--- src/rtl/fix_to_fp_11_12.sv ---
// Three-stage valid/ready pipeline that converts signed fixed-point to the wE=11/wF=12 float
// format (exc, sign, exponent, fraction) with round-to-nearest-even.
module fix_to_fp_11_12 #(
    parameter int unsigned WIN     = 24,
    parameter int unsigned FRAC_IN = 0,
    parameter int unsigned BIAS    = 1023
) (
    input  logic           clk,
    input  logic           rst,
    input  logic           in_valid,
    output logic           in_ready,
    input  logic [WIN-1:0] in_data,
    output logic           out_valid,
    input  logic           out_ready,
    output logic [25:0]    out_data
);

    localparam int unsigned LW   = (WIN > 1) ? $clog2(WIN) : 1;
    localparam int          EOFF = int'(BIAS) - int'(FRAC_IN);
    localparam int unsigned XW   = WIN + 14;

    logic w_adv;

    // Stage 1: sign / magnitude
    logic           r_s1_valid;
    logic           r_s1_sign;
    logic           r_s1_zero;
    logic [WIN-1:0] r_s1_mag;
    logic [WIN-1:0] w_s1_mag;

    // Stage 2: normalised fields
    logic           r_s2_valid;
    logic           r_s2_sign;
    logic           r_s2_zero;
    logic [11:0]    r_s2_frac;
    logic           r_s2_guard;
    logic           r_s2_sticky;
    logic [10:0]    r_s2_exp;

    logic [LW-1:0]  w_lead;
    logic [LW-1:0]  w_shamt;
    logic [WIN-1:0] w_norm;
    logic [XW-1:0]  w_ext;
    logic [11:0]    w_frac;
    logic           w_guard;
    logic           w_sticky;
    int             w_exp_full;
    logic [10:0]    w_exp;

    // Stage 3: rounded and packed result
    logic           r_out_valid;
    logic [25:0]    r_out_data;
    logic           w_round_up;
    logic [12:0]    w_frac_sum;
    logic [10:0]    w_exp_rnd;
    logic [25:0]    w_pack;

    assign w_adv    = !r_out_valid || out_ready;
    assign in_ready = w_adv;

    // Negating -2^(WIN-1) wraps back to 2^(WIN-1), which is the correct unsigned magnitude.
    assign w_s1_mag = in_data[WIN-1] ? (~in_data + WIN'(1)) : in_data;

    always_ff @(posedge clk) begin
        if (rst) begin
            r_s1_valid <= 1'b0;
        end else if (w_adv) begin
            r_s1_valid <= in_valid;
        end
        if (w_adv) begin
            r_s1_sign <= in_data[WIN-1];
            r_s1_zero <= (in_data == '0);
            r_s1_mag  <= w_s1_mag;
        end
    end

    always_comb begin
        w_lead = '0;
        for (int i = 0; i < int'(WIN); i++) begin
            if (r_s1_mag[i]) begin
                w_lead = LW'(i);
            end
        end
    end

    // Bits below the shifted magnitude are zero-filled so narrow inputs still yield 12+G bits.
    assign w_shamt    = LW'(WIN - 1) - w_lead;
    assign w_norm     = r_s1_mag << w_shamt;
    assign w_ext      = {w_norm, 14'd0};
    assign w_frac     = w_ext[XW-2 -: 12];
    assign w_guard    = w_ext[WIN];
    assign w_sticky   = |w_ext[WIN-1:0];
    assign w_exp_full = int'(w_lead) + EOFF;
    assign w_exp      = w_exp_full[10:0];

    always_ff @(posedge clk) begin
        if (rst) begin
            r_s2_valid <= 1'b0;
        end else if (w_adv) begin
            r_s2_valid <= r_s1_valid;
        end
        if (w_adv) begin
            r_s2_sign   <= r_s1_sign;
            r_s2_zero   <= r_s1_zero;
            r_s2_frac   <= w_frac;
            r_s2_guard  <= w_guard;
            r_s2_sticky <= w_sticky;
            r_s2_exp    <= w_exp;
        end
    end

    assign w_round_up = r_s2_guard & (r_s2_sticky | r_s2_frac[0]);
    assign w_frac_sum = {1'b0, r_s2_frac} + {12'd0, w_round_up};
    assign w_exp_rnd  = r_s2_exp + {10'd0, w_frac_sum[12]};
    assign w_pack     = r_s2_zero ? 26'd0 : {2'b01, r_s2_sign, w_exp_rnd, w_frac_sum[11:0]};

    always_ff @(posedge clk) begin
        if (rst) begin
            r_out_valid <= 1'b0;
            r_out_data  <= 26'd0;
        end else if (w_adv) begin
            r_out_valid <= r_s2_valid;
            r_out_data  <= r_s2_valid ? w_pack : 26'd0;
        end
    end

    assign out_valid = r_out_valid;
    assign out_data  = r_out_data;

endmodule

--- config.mk ---
export PLATFORM = sky130hd
export DESIGN_NAME = fix_to_fp_11_12
export DESIGN_NICKNAME = d
export VERILOG_FILES = /design/src/rtl/fix_to_fp_11_12.sv
export SDC_FILE = /design/constraint.sdc
export NUM_CORES = 1
export LEC_CHECK = 0
export CORE_MARGIN = 4
export CORE_UTILIZATION = 57
export DETAILED_ROUTE_END_ITERATION = 8
export GPL_TIMING_DRIVEN = 0
export PLACE_DENSITY = 0.81
export SETUP_SLACK_MARGIN = 0.3
export SLEW_MARGIN = 5
export SYNTH_ARGS = -nofsm -noshare
export SYNTH_HDL_FRONTEND = slang
export SYNTH_SLANG_ARGS = --single-unit
--- constraint.sdc ---
create_clock -name clk -period 4.1 [get_ports clk]
set_clock_uncertainty 0.15 [all_clocks]
set_input_delay 0.615 -clock clk [delete_from_list [all_inputs] [get_ports clk]]
set_output_delay 0.615 -clock clk [all_outputs]
set_load 0.005 [all_outputs]
==> results of run 1 <==
synthesized netlist by cell type (16+ instances only):
cell type	count	area share
edfxtp_1	52	0.31
nor2_1	51	0.038
nand2_1	38	0.029
xnor2_1	35	0.062
dfxtp_1	28	0.11
clkbuf_1	26	0.020
mux2i_1	25	0.050
a22oi_1	24	0.036
a21oi_1	22	0.022
inv_1	21	0.016
o21ai_0	21	0.021
nor3_1	17	0.017
nand3_1	16	0.016
how the worst max path moves through the flow:
stage	startpoint	to	slack [ps]	cells past startpoint
after floorplan	in_data[5]	r_s1_mag[21]	980	7
after global placement	out_ready	in_ready	-200	5
after detailed placement	r_s1_mag[21]	r_s2_frac[10]	50	12
after CTS	r_s1_mag[2]	r_s2_frac[11]	310	9
after global routing	r_s1_mag[3]	r_s2_frac[8]	210	10
final	r_s1_mag[5]	r_s2_frac[4]	450	8
placed cells by master, fill, tap and decap left out, drive strengths merged, types with 11 or more instances in the layout:
cell	netlist	final
clkbuf	28	39
dfxtp	28	28
clkdlybuf4s50	0	53
o21ai	22	22
xnor2	35	35
a21oi	22	22
a22oi	24	24
nand3	16	16
nand2	38	38
mux2i	25	25
inv	23	28
nor3	18	18
a211oi	11	11
nor2	51	51
edfxtp	52	52
flip-flops by register name, indices dropped and copies added (netlist names):
signal and cells:
out_data 25, r_s1_mag 24, r_s2_frac 12, r_s2_exp 10, out_valid 1, r_s1_sign 1, r_s1_valid 1, r_s1_zero 1
r_s2_guard 1, r_s2_sign 1, r_s2_sticky 1, r_s2_valid 1, r_s2_zero 1
what timing repair did:
action,CTS,global route
resized for setup,3,10
hold buffers,0,0
pin swaps,0,1
buffers inserted,0,4
setup endpoints to repair,3,13
metal layers:
| layer | routed length, um | global-route usage | up-vias | part of all wire |
|---|---|---|---|---|
| met2 | 6220 | 0.443 | 194 | 0.51 |
| met1 | 4910 | 0.281 | 2104 | 0.40 |
| li1 | - | - | 2127 | - |
| met4 | 398 | 0.104 | 0 | 0.033 |
| met5 | 0 | 0 | - | 0 |
| met3 | 665 | 0.0310 | 40 | 0.055 |
layout make-up:
class	instances	area share
Multi-Input combinational cell	397	0.453
Sequential cell	80	0.359
Timing Repair Buffer	58	0.0982
Clock buffer	11	0.0239
Tap cell	105	0.0222
Buffer	31	0.0214
Inverter	24	0.0157
Clock inverter	5	0.00656
cells by family after synthesis:
family / Yosys count
compound gates: 136
flops: 80
other cells: 1
xor+xnor: 41
buf+inv: 55
mux: 30
fa+ha+maj: 8
simple gates: 181
through the flow:
step           cells  TNS, ps   util  cell area (um^2)  power (mW)
6_report         711        0  0.709              5910        2.24
5_1_grt          711        0  0.709              5910        2.35
4_1_cts          707        0  0.701              5850        2.22
3_5_place_dp     691        0  0.679              5660        1.68
3_3_place_gp     690     -204  0.676              5640        1.66
2_1_floorplan    532        0      -              4980        1.48
where the power goes:
group / switching, mW / internal [mW] / leakage [nW] / total, mW
sequential: 0.0871 / 0.969 / 0.779 / 1.06
combinational: 0.366 / 0.273 / 1.27 / 0.639
clock: 0.300 / 0.243 / 0.0952 / 0.543
total: 0.753 / 1.48 / 2.14 / 2.24
worst register-to-register path: cells and delay by family (launching register included):
kind | cells | cell delay, ps
AO/OA/AOI/OAI | 3 | 1090
buffers and inverters | 2 | 910
flip-flops | 1 | 530
multiplexers | 2 | 480
AND/OR/NAND/NOR | 1 | 290
==> results_dict.tcl, run 1 <==
set metrics [dict create \
    outcome "complete, no violations" \
    grt_pass1_wl_um 19800 \
    diodes 0 \
    worstSetupPathType "reg2reg" \
    rsz0062_at_grt "false" \
    synthMuxAreaShare 0.0639 \
    regToRegStartpoint "r_s1_mag[5]" \
    synth_xor_xnor_area_share 0.0721 \
    min_period_ps 3650 \
    netlist_instances 532 \
    hpwlAfterDp_um 9490 \
    cts.clk_slew.worst_paths_ps 90 \
    drt_iter0_markers 240 \
    yosysSeqAreaShare 0.426 \
    first_global_vias 4248 \
    clock_latency_ps 360 \
    final_antenna_net_count 0 \
    synth_flop_cell "edfxtp_1" \
    synth_fa_ha_area_frac 0.0201 \
    hold_path.class "reg2reg" \
    regArea_um2 2120 \
    reg2reg_to "r_s2_frac[4]" \
    netlist_area_um2 4980 \
    maxCapViolations 0 \
    hold_violations 0 \
    powerDensity_nw_per_um2 379 \
    via_count 4465 \
    critical_path.cell_chain "o311ai_0 > a31oi_1 > nor2_1 > clkbuf_1 > clkbuf_1 > mux2i_1 > mux2i_1 > a311oi_1" \
    wire_per_inst_um 17.1 \
    hold_slack_ps 276 \
    worst_slew_pin_slew_ps 777 \
    wl_um 12200 \
    ys_warn_count 0 \
    synthArstFlopShare 0 \
    antenna_found_initial 0 \
    die-area_um2 10300 \
    cts_buffer_depth 2 \
    area_growth_pct 18.7 \
    layout_setup_ws_ps 453 \
    vdd_ir_drop_max_mv 0.172 \
    overflow 0 \
    die_h_um 101 \
    min_from "r_s1_zero" \
    critical_path_buf_inv_count 2 \
    max_freq_mhz 274 \
    grt_max_degree 36 \
    htreeDepth 3 \
    first_pass_iters 5 \
    synth-simple-area-share 0.183 \
    r2r_setup_slack_ps 450 \
    drv_slew 0 \
    timing.hold.worst_path_depth 0 \
    rr_worst_depth 8 \
    synthDistinctLibCells 60 \
    avgSynthCellArea_um2 9.36 \
    cts_sinks 80 \
    end_kind "register" \
    p_leak_nw 2.14 \
    port_buffers 53 \
    preCtsSetupSlack_ps 51.3 \
    core_area_um2 8340 \
    cts-buffers-inserted 9 \
    critical_path_required_ps 4110 \
    place_congestion 0.968 \
    fillers 668 \
    cp_top_family "compound AO/OA/AOI/OAI gates" \
    critPathMaxFanout 10 \
    setup_viol 0 \
    vias_per_cell 6.28 \
    synth_seq_cells 80 \
    die_w_um 101 \
    start_util 0.597 \
    min_to "r_s2_zero" \
    drc 0 \
    synth_enable_flop_cells 52 \
    slowest_stage "edfxtp_1" \
    num_io_pins 56 \
    max_stage_delay_ps 530 \
    period_share 0.889 \
    multi_input_area_um2 2680 \
    cts-root-buf "clkbuf_8" \
    critPathLaunchType "register" \
    rows 33 \
    synth_compound_area_frac 0.191 \
    synth_fp_nets 568 \
    synth_top_family_by_area "compound AO/OA/AOI/OAI gates" \
    cts_tree "yes" \
    worstPathArrival_ps 3660 \
    nets 637 \
    gr-usage-all-layers 0.241 \
    drive_gt1_frac 0.0809 \
    slew_headroom 0.481 \
]
Note: power is estimated with default switching activity, not from simulation.
==> run 2, diff against run 1 <==
--- a/config.mk
+++ b/config.mk
@@ -7,6 +7,7 @@
 export LEC_CHECK = 0
 export CORE_MARGIN = 4
 export CORE_UTILIZATION = 57
+export CTS_CLUSTER_SIZE = 20
 export DETAILED_ROUTE_END_ITERATION = 8
 export GPL_TIMING_DRIVEN = 0
 export PLACE_DENSITY = 0.81
==> results of run 2 <==
The final DEF is identical to that of run 1; final timing and power are the same.
